$ cat src/rtl/hazard_pkg.sv
// Shared definitions for the hazard controller: forwarding select codes,
// memory-wait FSM encoding, default watchdog limit and the forward-select helper.
package hazard_pkg;

  localparam logic [1:0] FWD_NONE = 2'b00;
  localparam logic [1:0] FWD_WB   = 2'b01;
  localparam logic [1:0] FWD_MEM  = 2'b10;

  localparam int MEM_TIMEOUT_DEF = 64;

  typedef enum logic {
    IDLE = 1'b0,
    WAIT = 1'b1
  } memState_t;

  // E-stage operand select. The M-stage result is the younger value, so it wins over W.
  // Register 0 is hardwired to zero and is never forwarded.
  function automatic logic [1:0] fwdSel(input logic [4:0] src,
                                        input logic [4:0] wrM, input logic wenM,
                                        input logic [4:0] wrW, input logic wenW);
    logic [1:0] sel;
    sel = FWD_NONE;
    if (src != 5'd0 && wenM && src == wrM)      sel = FWD_MEM;
    else if (src != 5'd0 && wenW && src == wrW) sel = FWD_WB;
    return sel;
  endfunction

endpackage

$ cat src/rtl/hazard_memwait.sv
// Data-memory wait sequencer: freezes the pipeline while an M-stage access
// waits for dmem_ack, with a watchdog that forces release after MEM_TIMEOUT
// stalled cycles and raises a sticky error flag.
module hazard_memwait
  import hazard_pkg::*;
#(
  parameter int MEM_TIMEOUT = MEM_TIMEOUT_DEF
) (
  input  logic clk,
  input  logic reset,
  input  logic memop,
  input  logic dmemAck,
  output logic memstall,
  output logic memErr
);

  memState_t  state, nextState;
  logic [7:0] wcnt, nextWcnt;
  logic       setErr;

  // State, wait counter and sticky error register
  always_ff @(posedge clk or posedge reset) begin
    if (reset) begin
      state  <= IDLE;
      wcnt   <= 8'd0;
      memErr <= 1'b0;
    end else begin
      state <= nextState;
      wcnt  <= nextWcnt;
      if (setErr) memErr <= 1'b1;
    end
  end

  // Next state and stall decode; wcnt equals the number of stall cycles already spent
  always_comb begin
    nextState = state;
    nextWcnt  = wcnt;
    setErr    = 1'b0;
    memstall  = 1'b0;
    unique case (state)
      IDLE: begin
        // A zero-wait access (ack in the request cycle) never leaves IDLE.
        if (memop && !dmemAck) begin
          nextState = WAIT;
          nextWcnt  = 8'd1;
          memstall  = 1'b1;
        end
      end
      WAIT: begin
        if (dmemAck) begin
          nextState = IDLE;
          nextWcnt  = 8'd0;
        end else if (wcnt == 8'(MEM_TIMEOUT)) begin
          nextState = IDLE;
          nextWcnt  = 8'd0;
          setErr    = 1'b1;
        end else begin
          nextWcnt  = wcnt + 8'd1;
          memstall  = 1'b1;
        end
      end
      default: nextState = IDLE;
    endcase
  end

endmodule

$ cat src/rtl/hazard_ctrl.sv
// Pipeline hazard controller for the five-stage core: forwarding selects,
// load-use / branch stalls, E flush, and the data-memory wait freeze.
// Optional feature macro: HAZARD_PERF_EN adds three stall-cycle counters.
module hazard_ctrl
  import hazard_pkg::*;
#(
  parameter int MEM_TIMEOUT = MEM_TIMEOUT_DEF,
  parameter int CNT_W       = 32
) (
  input  logic       clk,
  input  logic       reset,
  input  logic [4:0] rsD,
  input  logic [4:0] rtD,
  input  logic [4:0] rsE,
  input  logic [4:0] rtE,
  input  logic [4:0] writeregE,
  input  logic [4:0] writeregM,
  input  logic [4:0] writeregW,
  input  logic       regwriteE,
  input  logic       regwriteM,
  input  logic       regwriteW,
  input  logic       mem2regE,
  input  logic       mem2regM,
  input  logic       memwriteM,
  input  logic       branchD,
  input  logic       dmem_ack,
  output logic       dmem_req,
  output logic       forwardAD,
  output logic       forwardBD,
  output logic [1:0] forwardAE,
  output logic [1:0] forwardBE,
  output logic       stallF,
  output logic       stallD,
  output logic       stallE,
  output logic       stallM,
  output logic       flushE,
  output logic       flushW,
  output logic       mem_err
`ifdef HAZARD_PERF_EN
  ,
  output logic [CNT_W-1:0] perf_lw,
  output logic [CNT_W-1:0] perf_br,
  output logic [CNT_W-1:0] perf_mem
`endif
);

  localparam int NSRC = 2;  // operand 0 = rs, operand 1 = rt

  if (MEM_TIMEOUT < 1 || MEM_TIMEOUT > 255) begin : gBadTimeout
    $error("hazard_ctrl: MEM_TIMEOUT must be 1..255");
  end
  if (CNT_W < 1) begin : gBadCntW
    $error("hazard_ctrl: CNT_W must be at least 1");
  end

  logic [NSRC-1:0][4:0] srcE, srcD;
  logic [NSRC-1:0][1:0] fwdE;
  logic [NSRC-1:0]      fwdD;
  logic                 lwstall, brstall, memstall, memop;

  assign srcE = {rtE, rsE};
  assign srcD = {rtD, rsD};

  for (genvar g = 0; g < NSRC; g++) begin : gFwd
    assign fwdE[g] = fwdSel(srcE[g], writeregM, regwriteM, writeregW, regwriteW);
    assign fwdD[g] = (srcD[g] != 5'd0) && regwriteM && (srcD[g] == writeregM);
  end

  assign forwardAE = fwdE[0];
  assign forwardBE = fwdE[1];
  assign forwardAD = fwdD[0];
  assign forwardBD = fwdD[1];

  // Load-use: E-stage load feeds a D-stage source. Branch: the D-stage comparator
  // needs a value still in the ALU or a load result still in M.
  assign lwstall = mem2regE && (rtE == rsD || rtE == rtD);
  assign brstall = branchD &&
                   ((regwriteE && (writeregE == rsD || writeregE == rtD)) ||
                    (mem2regM  && (writeregM == rsD || writeregM == rtD)));

  assign memop    = mem2regM | memwriteM;
  assign dmem_req = memop;

  hazard_memwait #(.MEM_TIMEOUT(MEM_TIMEOUT)) uMemWait (
    .clk      (clk),
    .reset    (reset),
    .memop    (memop),
    .dmemAck  (dmem_ack),
    .memstall (memstall),
    .memErr   (mem_err)
  );

  // A memory freeze holds every stage; E is held, not flushed, while it lasts.
  assign stallF = lwstall | brstall | memstall;
  assign stallD = stallF;
  assign stallE = memstall;
  assign stallM = memstall;
  assign flushW = memstall;
  assign flushE = (lwstall | brstall) & ~memstall;

`ifdef HAZARD_PERF_EN
  // Stall-cycle counters; they wrap naturally at 2^CNT_W
  always_ff @(posedge clk or posedge reset) begin
    if (reset) begin
      perf_lw  <= '0;
      perf_br  <= '0;
      perf_mem <= '0;
    end else begin
      if (lwstall && !memstall) perf_lw  <= perf_lw + 1'b1;
      if (brstall && !memstall) perf_br  <= perf_br + 1'b1;
      if (memstall)             perf_mem <= perf_mem + 1'b1;
    end
  end
`endif

endmodule

$ cat config.mk
export PLATFORM = sky130hd
export DESIGN_NAME = hazard_ctrl
export DESIGN_NICKNAME = d
export VERILOG_FILES = /design/src/rtl/hazard_pkg.sv /design/src/rtl/hazard_memwait.sv /design/src/rtl/hazard_ctrl.sv
export SDC_FILE = /design/constraint.sdc
export NUM_CORES = 1
export LEC_CHECK = 0
export BUFFER_PORTS_ARGS = -buffer_cell sky130_fd_sc_hd__clkbuf_2
export CORE_MARGIN = 5
export CORE_UTILIZATION = 40
export CTS_CLUSTER_SIZE = 20
export DETAILED_ROUTE_END_ITERATION = 12
export PLACE_DENSITY = 0.73
export SLEW_MARGIN = 0
export SYNTH_ARGS = -nofsm -noshare
export SYNTH_HDL_FRONTEND = slang
export SYNTH_SLANG_ARGS = --single-unit
$ cat constraint.sdc
create_clock -name clk -period 2 [get_ports clk]
set_input_delay 0.2 -clock clk [delete_from_list [all_inputs] [get_ports clk]]
set_output_delay 0.2 -clock clk [all_outputs]
set_load 0.03 [all_outputs]
==> impl_results.md <==
- P_int: between 400 and 500 uW
- GRT overflow: 0
- Post-layout util: around three fifths
- Total wire length: roughly 3.6 mm
- NetSw: approximately 240 uW
- Final setup viols: 6
- Yosys reg bits: 10
- H-tree levels: 1
- Number of synthesized flops with an enable pin: 0
- # DRC: 0
- Hold Path Cell Cnt: 3
- Worst Slack Setup Final: -0.245 ns
- Setup Skew: 0.00708 ns
- HPWL after DPL: 3.03 mm
- Placed cell count: between 200 and 300
- NumNets Final: between 200 and 300
- Worst path depth: 7
- CP cell instances: inv_1 -> ha_1 -> or4b_4 -> nor4_4 -> a211oi_4 -> nand3b_1 -> buf_4
- Comb power frac: between 40% and 50%
- Register area share after synthesis: 19.9%
- Die X: around 66 um
- R2R cell count: 8
- # rows: 20
- Outcome: finished with violations
- Async SR Flop Fraction: between 90% and 100%
- CTS sink cnt: 10
- Core area: around 0.0030 sq mm
- Sequential power share: between 30% and 40%
- Max incr delay on CP: slightly below 0.5 ns
- Share of cells above drive strength 1: around two fifths
- Fmax: approximately 450 MHz
- Critical path class: reg2out
- Antenna-violating nets left: 0
- Mean routed wirelength per cell: 13.2 um
- Top-area cell type share of the netlist area: 23.0%
- Die area: approximately 0.0044 sq mm
- Vias in the first global route: 1438
- Via density per instance: roughly 5
- Ports: 59
- Syn nets: 204
- Detailed Route Iter0 Violations: 56
- Met3 usage: under 10%
- GR Util met1: 21.6%
- Slew of the pin with the lowest slew margin: 0.548 ns
- Commonest non-fill, non-tap cell in the layout: clkbuf_2
- VDD IR max: 0.147 mV
- Slew Viols, Final: 0
- Synthesized area: between 0.001 and 0.0015 sq mm
- CTS clk-pin slew, worst paths: approximately 0.060 ns
- Part of the cycle the worst path needs: 112%
- First drt pass iteration count: 4
- Largest net degree at the start of global routing: 11
- Leak: about 0.81 nW
- Type of the worst min-delay path: in2reg
- Sw Ratio: approximately 36%
- Slew HR: between 60% and 70%
- CP max stage cell: or4b_4
- Global routing's busiest layer: met2
- CP Data Required Time: roughly 1.8 ns
- First-pass GRT wire length: 6.27 mm
- Netlist cell types: 36
- Pwr Density: approximately 380 mW/mm^2
- N_diodes: 0
- Synth-to-Final Area Change: 42.1%
- CP max FO: 3
- Most frequent cells in the layout: clkbuf_2, xnor2_1, xor2_1
- Maxcap violations: 0
- Routability cong.: 0.839
- RSZ-0062 raised after global routing: yes
- Root Driver: clkbuf_4
- M2 GR Usage: a little under a third
- Setup crit end kind: output pin
- Via count: about 1.3k
- Post-Synthesis Cells: 157
- Cell taking the most area after synthesis: xnor2_1
- Top delay family on crit path: simple AND/OR/NAND/NOR gates
- Tot GR Track Use: 18.0%
- Leading post-synthesis cells by cell area: xnor2_1, dfrtp_1, xor2_1, nor2_1, nand4_1
- IO Port Bufs: just under 60
- CTS Buf Count: 3
- Die Span Y: around 66 um
- Main synth FF type: dfrtp_1
- Non-Filler Instances: approximately 270
- Crit path buf inv count: 2
- Ys Warns: 0
- Initial antenna violation count: 0
- Final Hold Viols: 0
- Failing checks: setup timing
- Worst EP arrival: around 2.1 ns
- Clock power frac: between 10% and 20%
- CP startpoint kind: flip-flop
- TritonCTS clock tree: yes
- Clk_lat worst skew: about 0.25 ns
- Initial core utilization: 41.6%
- Max Root-Sink Buffers: 2
- Avg Inst Size Synth: 8.02 sq um
- Final worst path period need: 2.25 ns
## metrics by stage
stage                     area [sq um]  hold WS [ns]  setup slack [ns]  power [mW]  setup TNS [ns]
after global placement            1710         0.196            0.0199       0.538               0
after detailed placement          1710         0.200           0.00582       0.542               0
after CTS                         1780         0.304            -0.263       0.684           -1.34
after floorplan                   1320        0.0402            -0.331       0.418          -0.588
after global routing              1790         0.305            -0.409       0.735           -2.20
final                             1790         0.310            -0.245       0.681           -1.28
## routing by layer
layer	part of all wire, %	wire (um)
met4	1.1	40
met5	0	0
met1	43	1520
met3	6.5	232
met2	50	1760
## logic make-up (layout without fill, tap and decap cells)
family / count (synthesis) / count (layout) / share of synthesized area (%)
and+or+nand+nor: 57 / 57 / 24.8
AOI/OAI and AO/OA: 23 / 23 / 13.2
buffers and inverters: 15 / 82 / 5.37
DFF: 10 / 10 / 19.9
adders and majority gates: 2 / 2 / 1.99
xor gates and xnor gates: 50 / 50 / 34.8
## registers in the layout, indices dropped and copies added, names as in the netlist
name,count
uMemWait.memErr,1
uMemWait.state,1
uMemWait.wcnt,8
## synthesized netlist by cell type (2+ instances only)
cell type	number
o21ai_1	5
nand4_1	7
clkbuf_1	6
nand2_1	10
nor2_1	12
o21ai_0	6
nor2b_1	2
inv_1	6
xnor2_1	33
dfrtp_1	10
or4_1	4
xor2_1	17
buf_4	3
nor3_1	3
nor4_1	5
and3_1	2
o22ai_1	2
nand3_1	5
ha_1	2
## power groups by stage
stage	clock network, mW	logic (mW)	registers [mW]
after detailed placement	0	0.321	0.221
after floorplan	0	0.195	0.223
after CTS	0.134	0.332	0.217
after global placement	0	0.317	0.221
after global routing	0.148	0.367	0.219
final	0.130	0.334	0.217
## worst min-delay path, delay by kind of cell
kind,cells,cell delay [ns]
AOI/OAI and AO/OA,1,0.05
buffers and inverters,2,0.27
## layout make-up
type	instances	area [sq um]
multi-input combinational	132	996
tap	44	55.1
timing repair buffer	73	443
clock buffer	3	22.5
fill	303	1240
sequential	10	250
inverter	6	22.5
## path summary, 6_finish.rpt
check | slack (ns) | to | start
max | -0.25 | stallF | uMemWait.wcnt[1]$_DFFE_PP0P_
min | 0.31 | uMemWait.state$_DFF_PP0_ | dmem_ack
max reg2reg | 0.19 | uMemWait.wcnt[6]$_DFFE_PP0P_ | uMemWait.wcnt[1]$_DFFE_PP0P_
min reg2reg | 0.48 | uMemWait.memErr$_DFFE_PP0P_ | uMemWait.memErr$_DFFE_PP0P_
max in group asynchronous | 1.25 | uMemWait.memErr$_DFFE_PP0P_ | reset
min in group asynchronous | 0.46 | uMemWait.wcnt[2]$_DFFE_PP0P_ | reset
## repair_timing
item,CTS,global route
setup buffers,0,1
resized for setup,9,4
cloned,0,0
hold endpoints to repair,10,0
hold buffers,1,0
endpoints found under the setup margin,6,9
Power figures use the tool's default switching activity.
